===== config.mk =====
export PLATFORM = sky130hd
export DESIGN_NAME = fp_normalizer
export DESIGN_NICKNAME = d
export VERILOG_FILES = /design/src/rtl/fp_normalizer_pkg.sv /design/src/rtl/fp_normalizer_norm_stage.sv /design/src/rtl/fp_normalizer.sv
export SDC_FILE = /design/constraint.sdc
export NUM_CORES = 1
export LEC_CHECK = 0
export BUFFER_PORTS_ARGS = -buffer_cell sky130_fd_sc_hd__buf_4
export CAP_MARGIN = 20
export CORE_MARGIN = 2
export CORE_UTILIZATION = 64
export DETAILED_ROUTE_END_ITERATION = 6
export GPL_ROUTABILITY_DRIVEN = 0
export PLACE_DENSITY = 0.94
export SYNTH_ARGS = -nofsm -noshare
export SYNTH_HDL_FRONTEND = slang
export SYNTH_SLANG_ARGS = --single-unit

===== constraint.sdc =====
create_clock -name clk -period 8.86 [get_ports clk]
set_clock_uncertainty 0.2 [all_clocks]
set_input_delay 1.772 -clock clk [delete_from_list [all_inputs] [get_ports clk]]
set_output_delay 1.772 -clock clk [all_outputs]
set_load 0.02 [all_outputs]

===== src/rtl/fp_normalizer_pkg.sv =====
// Shared types and constants for the floating-point mantissa normalizer.
package fp_normalizer_pkg;

  localparam int MANT_W  = 24;
  localparam int EXP_W   = 8;
  localparam int EXP_MAX = 255;

  localparam int K16 = 16;
  localparam int K8  = 8;
  localparam int K4  = 4;
  localparam int K2  = 2;
  localparam int K1  = 1;

  typedef enum logic [2:0] {
    IDLE  = 3'd0,
    CARRY = 3'd1,
    S16   = 3'd2,
    S8    = 3'd3,
    S4    = 3'd4,
    S2    = 3'd5,
    S1    = 3'd6,
    DONE  = 3'd7
  } state_t;

  // Shift amount of the stage at position idx in the S16..S1 sequence.
  function automatic int stage_amt(input int idx);
    case (idx)
      0:       stage_amt = K16;
      1:       stage_amt = K8;
      2:       stage_amt = K4;
      3:       stage_amt = K2;
      default: stage_amt = K1;
    endcase
  endfunction

endpackage


===== src/rtl/fp_normalizer_norm_stage.sv =====
// One normalization step: shift left by K when the top K mantissa bits are
// clear and the exponent can absorb it without reaching the floor.
module norm_stage #(
  parameter int K = 1
) (
  input  logic        en,
  input  logic [24:0] m,
  input  logic [8:0]  e,
  output logic [24:0] m_out,
  output logic [8:0]  e_out,
  output logic [4:0]  sh_add
);

  logic hit;

  assign hit    = en && (m[23 -: K] == '0) && (e > 9'(K));
  assign m_out  = hit ? (m << K) : m;
  assign e_out  = hit ? (e - 9'(K)) : e;
  assign sh_add = hit ? 5'(K) : 5'd0;

endmodule


===== src/rtl/fp_normalizer.sv =====
// Multi-cycle normalizer for an adder mantissa sum: carry fix-up, then a
// 16/8/4/2/1 leading-zero shift sequence, result held until consumed.
module fp_normalizer
  import fp_normalizer_pkg::*;
(
  input  logic        clk,
  input  logic        rst,
  input  logic        In_valid,
  output logic        In_ready,
  input  logic [24:0] In,
  input  logic [7:0]  Exp_in,
  output logic        Out_valid,
  input  logic        Out_ready,
  output logic [23:0] Out,
  output logic [7:0]  Exp_out,
  output logic [4:0]  Shift,
  output logic        Zero,
  output logic        Overflow,
  output logic        Underflow,
  output logic [2:0]  dbg_state
);

  // Handshake: a transfer happens on a rising edge where valid and ready are
  // both high; valid holds its payload stable until that edge.

  state_t      state_q, state_d;
  logic [24:0] m_q, m_d;
  logic [8:0]  e_q, e_d, e_inc;
  logic [4:0]  sh_q, sh_d;
  logic        ovf_q, ovf_d;
  logic [23:0] out_q, out_d;
  logic [7:0]  eo_q, eo_d;
  logic [4:0]  so_q, so_d;
  logic        zero_q, zero_d;
  logic        ovo_q, ovo_d;
  logic        udf_q, udf_d;

  logic [24:0] st_m  [5];
  logic [8:0]  st_e  [5];
  logic [4:0]  st_sh [5];
  logic [2:0]  sidx;

  // A saturated result must keep its 255 exponent, so stages stay idle.
  for (genvar i = 0; i < 5; i++) begin : g_stage
    norm_stage #(.K(stage_amt(i))) u_stage (
      .en     (!ovf_q),
      .m      (m_q),
      .e      (e_q),
      .m_out  (st_m[i]),
      .e_out  (st_e[i]),
      .sh_add (st_sh[i])
    );
  end

  always_comb begin
    sidx = 3'd0;
    case (state_q)
      S8:      sidx = 3'd1;
      S4:      sidx = 3'd2;
      S2:      sidx = 3'd3;
      S1:      sidx = 3'd4;
      default: sidx = 3'd0;
    endcase
  end

  always_comb begin
    state_d = state_q;
    m_d     = m_q;
    e_d     = e_q;
    sh_d    = sh_q;
    ovf_d   = ovf_q;
    out_d   = out_q;
    eo_d    = eo_q;
    so_d    = so_q;
    zero_d  = zero_q;
    ovo_d   = ovo_q;
    udf_d   = udf_q;
    e_inc   = e_q + 9'd1;
    case (state_q)
      IDLE: begin
        if (In_valid) begin
          m_d     = In;
          e_d     = {1'b0, Exp_in};
          sh_d    = 5'd0;
          ovf_d   = 1'b0;
          state_d = CARRY;
        end
      end
      CARRY: begin
        if (m_q[24]) begin
          if (e_inc >= 9'(EXP_MAX)) begin
            ovf_d = 1'b1;
            m_d   = '0;
            e_d   = 9'(EXP_MAX);
          end else begin
            m_d = m_q >> 1;
            e_d = e_inc;
          end
        end
        state_d = S16;
      end
      S16, S8, S4, S2: begin
        m_d  = st_m[sidx];
        e_d  = st_e[sidx];
        sh_d = sh_q + st_sh[sidx];
        case (state_q)
          S16:     state_d = S8;
          S8:      state_d = S4;
          S4:      state_d = S2;
          default: state_d = S1;
        endcase
      end
      S1: begin
        m_d    = st_m[4];
        e_d    = st_e[4];
        sh_d   = sh_q + st_sh[4];
        out_d  = st_m[4][23:0];
        eo_d   = st_e[4][7:0];
        so_d   = sh_q + st_sh[4];
        zero_d = 1'b0;
        ovo_d  = ovf_q;
        udf_d  = 1'b0;
        if (st_m[4][23:0] == '0 && !ovf_q) begin
          out_d  = '0;
          eo_d   = '0;
          so_d   = '0;
          zero_d = 1'b1;
        end else if (st_m[4][23:0] != '0 && !st_m[4][23]) begin
          eo_d  = '0;
          udf_d = 1'b1;
        end
        state_d = DONE;
      end
      DONE: begin
        if (Out_ready) state_d = IDLE;
      end
      default: state_d = IDLE;
    endcase
  end

  always_ff @(posedge clk) begin
    if (rst) begin
      state_q <= IDLE;
      m_q     <= '0;
      e_q     <= '0;
      sh_q    <= '0;
      ovf_q   <= 1'b0;
      out_q   <= '0;
      eo_q    <= '0;
      so_q    <= '0;
      zero_q  <= 1'b0;
      ovo_q   <= 1'b0;
      udf_q   <= 1'b0;
    end else begin
      state_q <= state_d;
      m_q     <= m_d;
      e_q     <= e_d;
      sh_q    <= sh_d;
      ovf_q   <= ovf_d;
      out_q   <= out_d;
      eo_q    <= eo_d;
      so_q    <= so_d;
      zero_q  <= zero_d;
      ovo_q   <= ovo_d;
      udf_q   <= udf_d;
    end
  end

  assign In_ready  = (state_q == IDLE);
  assign Out_valid = (state_q == DONE);
  assign Out       = out_q;
  assign Exp_out   = eo_q;
  assign Shift     = so_q;
  assign Zero      = zero_q;
  assign Overflow  = ovo_q;
  assign Underflow = udf_q;
  assign dbg_state = state_q;

endmodule

==> summary.md, run 1 <==
| Metric | Value |
|---|---|
| First-pass GRT wire length | `~32000 um` |
| CTS tree | `done` |
| WP data required | `slightly below 9000 ps` |
| P per Cell Area | `roughly 340 nW/um^2` |
| Worst slew pin tran | `1110 ps` |
| Area grow syn2layout | `10.4%` |
| Leak Pwr | `2.78 nW` |
| Cts hold-fix bufs | `0` |
| Crit start category | `flop` |
| End of the worst register-to-register path | `sh_q[4]$_SDFFE_PP0P_` |
| Worst reg2reg path depth | `16` |
| CP bufs+invs | `3` |
| Count leader, synth | `nand2_1` |
| Pins Over Slew Limit | `0` |
| Num CTS Buffers | `9` |
| Post-CTS Setup Inserts | `0` |
| CP Class | `flop to flop` |
| Logic pwr share | `between 60% and 70%` |
| Sequential-to-total area share from yosys stat | `a little over a quarter` |
| Fin crit share | `between 50 and 60%` |
| Failing checks | `DRC` |
| First drt pass iteration count | `7` |
| Crit-path leading delay family | `compound AO/OA/AOI/OAI gates` |
| Yosys top cell area share | `26.1%` |
| CTS clk-pin slew, worst paths | `around 100 ps` |
| Ant diodes | `0` |
| Area of the multi-input gates | `between 4000 and 5000 um^2` |
| Area contributors post-synth | `dfxtp_1, a21oi_1, nand2_1` |
| Layout fillers | `between 700 and 800` |
| Critical path peak fanout | `25` |
| GRT overflow | `0` |
| Clock power share | `between 10% and 20%` |
| Vias | `just over 7000` |
| DP Worst Slack | `4490 ps` |
| WHS | `261 ps` |
| Switching power share of the total | `a little over half` |
| Count of final setup violators | `0` |
| Peak VDD IR | `about 0.25 mV` |
| Die width | `about 100 um` |
| Fraction of registers with async set/reset | `0%` |
| Sequential group share of total power | `between 20% and 30%` |
| Min-Delay Path Class | `flop to flop` |
| Worst Min Path Start | `Shift[4]$_SDFFE_PP0P_` |
| Sequential standard cell area | `roughly 1700 um^2` |
| RSZ-0062 raised after global routing | `no` |
| Clock root buffer | `clkbuf_8` |
| # IOs | `82` |
| Synthesis warning total | `0` |
| Synth area leader | `dfxtp_1` |
| Main synth FF type | `dfxtp_1` |
| Status | `finished, violations left` |
| Fin crit period | `4480 ps` |
| Post-synth EDFFs | `0` |
| Fmax | `roughly 0.22 GHz` |
| Worst-Skew Late Latency | `between 300 and 400 ps` |
| FP Rows | `36` |
| Total global-route track usage | `a little over a third` |
| Cells on Worst Hold Path | `2` |
| NetSw | `approximately 1.3 mW` |
| Flop2flop setup slack | `4380 ps` |
| Slowest stage cell, crit path | `or4b_1` |
| Int Power | `about 1.1 mW` |
| Die area | `between 10000 and 15000 um^2` |
| Share of layout cells above drive strength 1 | `between 10 and 15%` |
| Cell count after synthesis | `between 800 and 900` |
| Antenna viol nets, final | `0` |
| NumNets Final | `939` |
| Worst hold path endpoint | `Shift[4]$_SDFFE_PP0P_` |
| Worst path arrival time | `about 4600 ps` |
| Final Hold Viols | `0` |
| Pwr Total | `~2.4 mW` |
| Worst path cell trace | `inv_1 > ha_1 > or4b_1 > o21ai_1 > nand2b_1 > buf_4 > inv_2 > and3_1 > ha_1 > fa_1 > a21o_1 > a21oi_1 > xnor2_1 > xnor2_1 > a21oi_1 > o32ai_1` |
| CTS Sinks | `slightly above 80` |
| Synth cell count leaders | `nand2_1, nor2_1, a21oi_1` |
| Synth Area per Inst | `7.43 um^2` |
| Yosys cell types | `76` |
| Largest net degree at the start of global routing | `just over 80` |
| CP endpoint kind | `flop` |
| Total wire length | `around 20000 um` |
| Total Neg Setup Slack | `0 ps` |
| CP max stage delay | `480 ps` |
| Vias in the first global route | `around 6400` |
| H-tree levels | `3` |
| Via density | `7.00` |
| Syn_nets | `926` |
| Final worst slack | `roughly 4400 ps` |
| Routed wire length per instance | `19.8 um` |
| Syn Std Cell Area | `6360 um^2` |
| Initial antenna violation count | `0` |
| FF-to-FF Start | `e_q[4]$_SDFFE_PP0P_` |
| Starting density of the core | `between 60% and 70%` |
| CTS Buffer Depth | `2` |
| IO buf count | `81` |
| Core Region | `9730 um^2` |
| Initial drt markers | `~1400` |
| Max-slew headroom | `26.2%` |
| DRC viols | `72` |
| MaxCap Viol Count | `0` |
| Detailed Place HPWL | `about 14000 um` |
| Die Span Y | `104 um` |
| Yosys reg bits | `just over 80` |
| Resize count post-CTS | `0` |
-- worst register-to-register path: stages, from the launching register on --
cell and delay [ps]:
dfxtp_1 420, inv_1 250, ha_1 260, or4b_1 480
o21ai_1 270, nand2b_1 150, buf_4 300, inv_2 290
and3_1 240, ha_1 200, fa_1 400, a21o_1 170
a21oi_1 160, xnor2_1 150, xnor2_1 140, a21oi_1 90
o32ai_1 210
-- layer usage --
metal  track usage (%)  wire [um]
met5                 0          0
met4              14.9        734
met3              9.57       2710
met2              55.1       8690
met1              49.1       7830
-- logic make-up after synthesis --
| group | synth area share [%] |
|---|---|
| xor gates and xnor gates | 2.89 |
| muxes | 2.40 |
| and+or+nand+nor | 22.0 |
| buffers and inverters | 7.25 |
| AOI/OAI and AO/OA | 32.9 |
| DFF | 26.1 |
| adders and majority gates | 6.41 |
-- per-stage QoR --
stage	area [um^2]	cells	utilization [%]
6_report	7030	1008	72.2
5_1_grt	7030	1008	72.2
4_1_cts	7030	1008	72.2
3_5_place_dp	6820	992	70.1
3_3_place_gp	6820	992	70.1
2_1_floorplan	6360	857	-
-- power by group through the flow --
stage,clock [mW],sequential [mW],combinational [mW]
global placement,0,0.608,1.39
finish,0.297,0.621,1.50
detailed placement,0,0.611,1.42
CTS,0.293,0.603,1.43
floorplan,0,0.497,1.22
global route,0.308,0.627,1.61
-- state kept, by name, indices dropped and copies added, names as in the netlist --
signal,cells
Zero,1
Exp_out,8
sh_q,5
e_q,9
Overflow,1
Out,24
ovf_q,1
m_q,25
Shift,5
dbg_state,3
Underflow,1
-- placed cells by master, fill, tap and decap left out, drive strengths merged, types with 18 or more instances in the layout --
cell	n
nand2	110
nor2	91
buf	90
a21oi	85
dfxtp	83
o21ai	50
ha	31
nand3	24
a211oi	22
nor3	19
a221o	18
inv	18
-- cell type report --
type	instances	share of cell area, %
clock buffers	10	1.96
clock inverters	6	1.01
inverters	16	0.855
multi-input cells	670	60.5
flip-flops and latches	83	23.6
well taps	133	2.37
repair buffers	90	9.62
-- worst max path at each step --
stage | from | endpoint | slack [ps] | cells after the start
6_report | e_q[4]$_SDFFE_PP0P_ | sh_q[4]$_SDFFE_PP0P_ | 4380 | 16
5_1_grt | e_q[4]$_SDFFE_PP0P_ | sh_q[4]$_SDFFE_PP0P_ | 4120 | 16
4_1_cts | e_q[4]$_SDFFE_PP0P_ | sh_q[4]$_SDFFE_PP0P_ | 4470 | 16
3_5_place_dp | e_q[4]$_SDFFE_PP0P_ | sh_q[4]$_SDFFE_PP0P_ | 4490 | 16
3_3_place_gp | e_q[4]$_SDFFE_PP0P_ | sh_q[4]$_SDFFE_PP0P_ | 4610 | 16
2_1_floorplan | e_q[4]$_SDFFE_PP0P_ | sh_q[4]$_SDFFE_PP0P_ | 5050 | 17
Power figures use the tool's default switching activity.
==> inputs of run 2 (changes only) <==
CORE_UTILIZATION = 59   (was 64)
PLACE_DENSITY = 0.88   (was 0.94)
clock period = 4.3 ns   (was 8.86 ns; I/O delays follow)
==> run 2 against run 1 <==
Die area is 8.1% higher. Worst hold slack worse by 5.9 ps. Combinational power is 120% higher. Power is 110% higher. Final cell count is 1.3% higher. Wire length is 2.7% higher. Count of clock-buffer cells in the layout is 1 lower. The flow still finishes with violations (DRC). Non-clock buffer count is 11 higher. First-iteration DRC count is 21% lower. Global-route usage is 1.1 points lower. Sequential cell count stayed put. Critical path depth is 1 lower.
==> summary.md, run 2 (same netlist as run 1, synthesis figures left out) <==
| Metric | Value |
|---|---|
| DRC viols | `4 (-94%)` |
| Ant diodes | `0 (unchanged)` |
| NetSw | `2.72 mW (+110%)` |
| Post-CTS Setup Inserts | `0 (unchanged)` |
| CP Class | `flop to flop` |
| Peak VDD IR | `0.500 mV (+100%)` |
| FP Rows | `37 (+2.8%)` |
| Resize count post-CTS | `0 (unchanged)` |
| Largest Register | `m_q` |
| NumNets Final | `950 (+1.2%)` |
| Share of layout cells above drive strength 1 | `15.0% (+0.97 points)` |
| Worst-Skew Late Latency | `370 ps (about the same)` |
| Total Neg Setup Slack | `0 ps (unchanged)` |
| Die width | `108 um (+4.0%)` |
| CTS tree | `done` |
| First drt pass iteration count | `7 (unchanged)` |
| Crit start category | `flop` |
| Max-slew headroom | `35.8% (+9.6 points)` |
| FF-to-FF Start | `e_q[4]$_SDFFE_PP0P_` |
| Detailed Place HPWL | `14100 um (+4.1%)` |
| Final core utilization | `68.2% (-4.0 points)` |
| Fin crit share | `93.7% (+43 points)` |
| Core Region | `10400 um^2 (+7.1%)` |
| Num CTS Buffers | `9 (unchanged)` |
| H-tree levels | `3 (unchanged)` |
| Min-Delay Path Class | `flop to flop` |
| Largest register FFs | `25 (unchanged)` |
| Total global-route track usage | `35.2% (-1.1 points)` |
| Cells on Worst Hold Path | `2 (unchanged)` |
| Pwr Total | `5.06 mW (+110%)` |
| Status | `finished, violations left` |
| Clock root buffer | `clkbuf_8` |
| Die Span Y | `108 um (+4.0%)` |
| Total wire length | `20500 um (+2.7%)` |
| WHS | `255 ps (-5.92 ps)` |
| Worst path arrival time | `4100 ps (-460 ps)` |
| # IOs | `82 (unchanged)` |
| Initial antenna violation count | `0 (unchanged)` |
| Cts hold-fix bufs | `0 (unchanged)` |
| Largest net degree at the start of global routing | `80 (-1.2%)` |
| Count of final setup violators | `0 (unchanged)` |
| Design Area, Final | `7110 um^2 (+1.1%)` |
| CTS clk-pin slew, worst paths | `100 ps (about the same)` |
| Pins Over Slew Limit | `0 (unchanged)` |
| Layout fillers | `899 (+14%)` |
| Switching power share of the total | `53.7% (-0.16 points)` |
| Leak Pwr | `2.83 nW (+1.7%)` |
| Worst slew pin tran | `957 ps (-150 ps)` |
| Clock power share | `11.3% (-1.0 points)` |
| Via density | `6.90 (-1.4%)` |
| Routed wire length per instance | `20.1 um (+1.4%)` |
| Int Power | `2.35 mW (+110%)` |
| RSZ-0062 raised after global routing | `no` |
| Initial drt markers | `1113 (-21%)` |
| Sequential standard cell area | `1660 um^2 (unchanged)` |
| Vias | `7046 (-0.099%)` |
| Critical path peak fanout | `10 (-60%)` |
| CTS Sinks | `83 (unchanged)` |
| Antenna viol nets, final | `0 (unchanged)` |
| CP endpoint kind | `flop` |
| Starting density of the core | `61.1% (-4.3 points)` |
| Area of the multi-input gates | `4250 um^2 (unchanged)` |
| Sequential group share of total power | `24.6% (-1.1 points)` |
| Area grow syn2layout | `11.7%` |
| Logic pwr share | `64.1% (+2.1 points)` |
| P per Cell Area | `712 nW/um^2 (+110%)` |
| Crit path from | `e_q[4]$_SDFFE_PP0P_` |
| Failing checks | `DRC` |
| Worst reg2reg path depth | `15 (-1)` |
| MaxCap Viol Count | `0 (unchanged)` |
| Final Hold Viols | `0 (unchanged)` |
| Vias in the first global route | `6457 (+0.50%)` |
| Most frequent cells in the layout | `nand2_1, buf_4, nor2_1` |
| WP data required | `4370 ps (-4580 ps)` |
| Most common library cell in the layout ignoring fill and taps | `nand2_1` |
| GRT overflow | `0 (unchanged)` |
| CTS Buffer Depth | `2 (unchanged)` |
| Die area | `11600 um^2 (+8.1%)` |
| Fmax | `0.248 GHz (+11%)` |
| First-pass GRT wire length | `32600 um (+0.83%)` |
| Placed cell areas | `6920 um^2 (+1.4%)` |
| IO buf count | `81 (unchanged)` |
| Fin crit period | `4030 ps (-447 ps)` |
| Worst Min Path Start | `Shift[2]$_SDFFE_PP0P_` |
==> run 2: final cells by class <==
type | count | share of cell area (%)
multi-input cells | 670 | 59.9
flip-flops and latches | 83 | 23.4
repair buffers | 101 | 10.8
well taps | 136 | 2.39
clock buffers | 9 | 1.74
clock inverters | 6 | 0.933
inverters | 16 | 0.845
==> run 2: worst paths after layout <==
| check | endpoint | slack, ps |
|---|---|---|
| worst max-delay path | sh_q[4]$_SDFFE_PP0P_ | 270 |
| worst min-delay path | Shift[2]$_SDFFE_PP0P_ | 260 |
| worst max register to register | sh_q[4]$_SDFFE_PP0P_ | 270 |
| worst min register to register | Shift[2]$_SDFFE_PP0P_ | 260 |
==> run 2: metal layers <==
metal | wire length [um] | global-route usage [%] | vias to the layer above
met5 | 0 | 0 | -
met4 | 852 | 13.9 | 0
met3 | 2740 | 8.41 | 107
met2 | 8750 | 53.4 | 558
met1 | 8170 | 48.0 | 3181
li1 | - | - | 3200
==> run 2: power by group through the flow <==
stage,combinational [mW],sequential (mW),clock (mW)
after floorplan,2.52,1.02,0
final,3.24,1.25,0.572
after global routing,3.48,1.25,0.604
after CTS,3.12,1.22,0.577
after global placement,3.03,1.23,0
after detailed placement,3.09,1.24,0
==> run 2: worst max-delay path, cell delays in order, from the launching register on <==
cell and delay, ps:
dfxtp_1 420, inv_1 260, ha_1 270, or4b_1 490
o21ai_1 280, nand2b_1 240, inv_2 50, and3_1 160
ha_1 210, fa_1 400, a21o_1 170, a21oi_1 170
xnor2_1 150, xnor2_1 140, a21oi_1 90, o32ai_1 230
==> run 2: through the flow <==
stage               std cells  setup WS, ps
floorplan                 857           485
global placement         1006           524
detailed placement       1006           399
CTS                      1021           370
global route             1021          50.5
finish                   1021           270
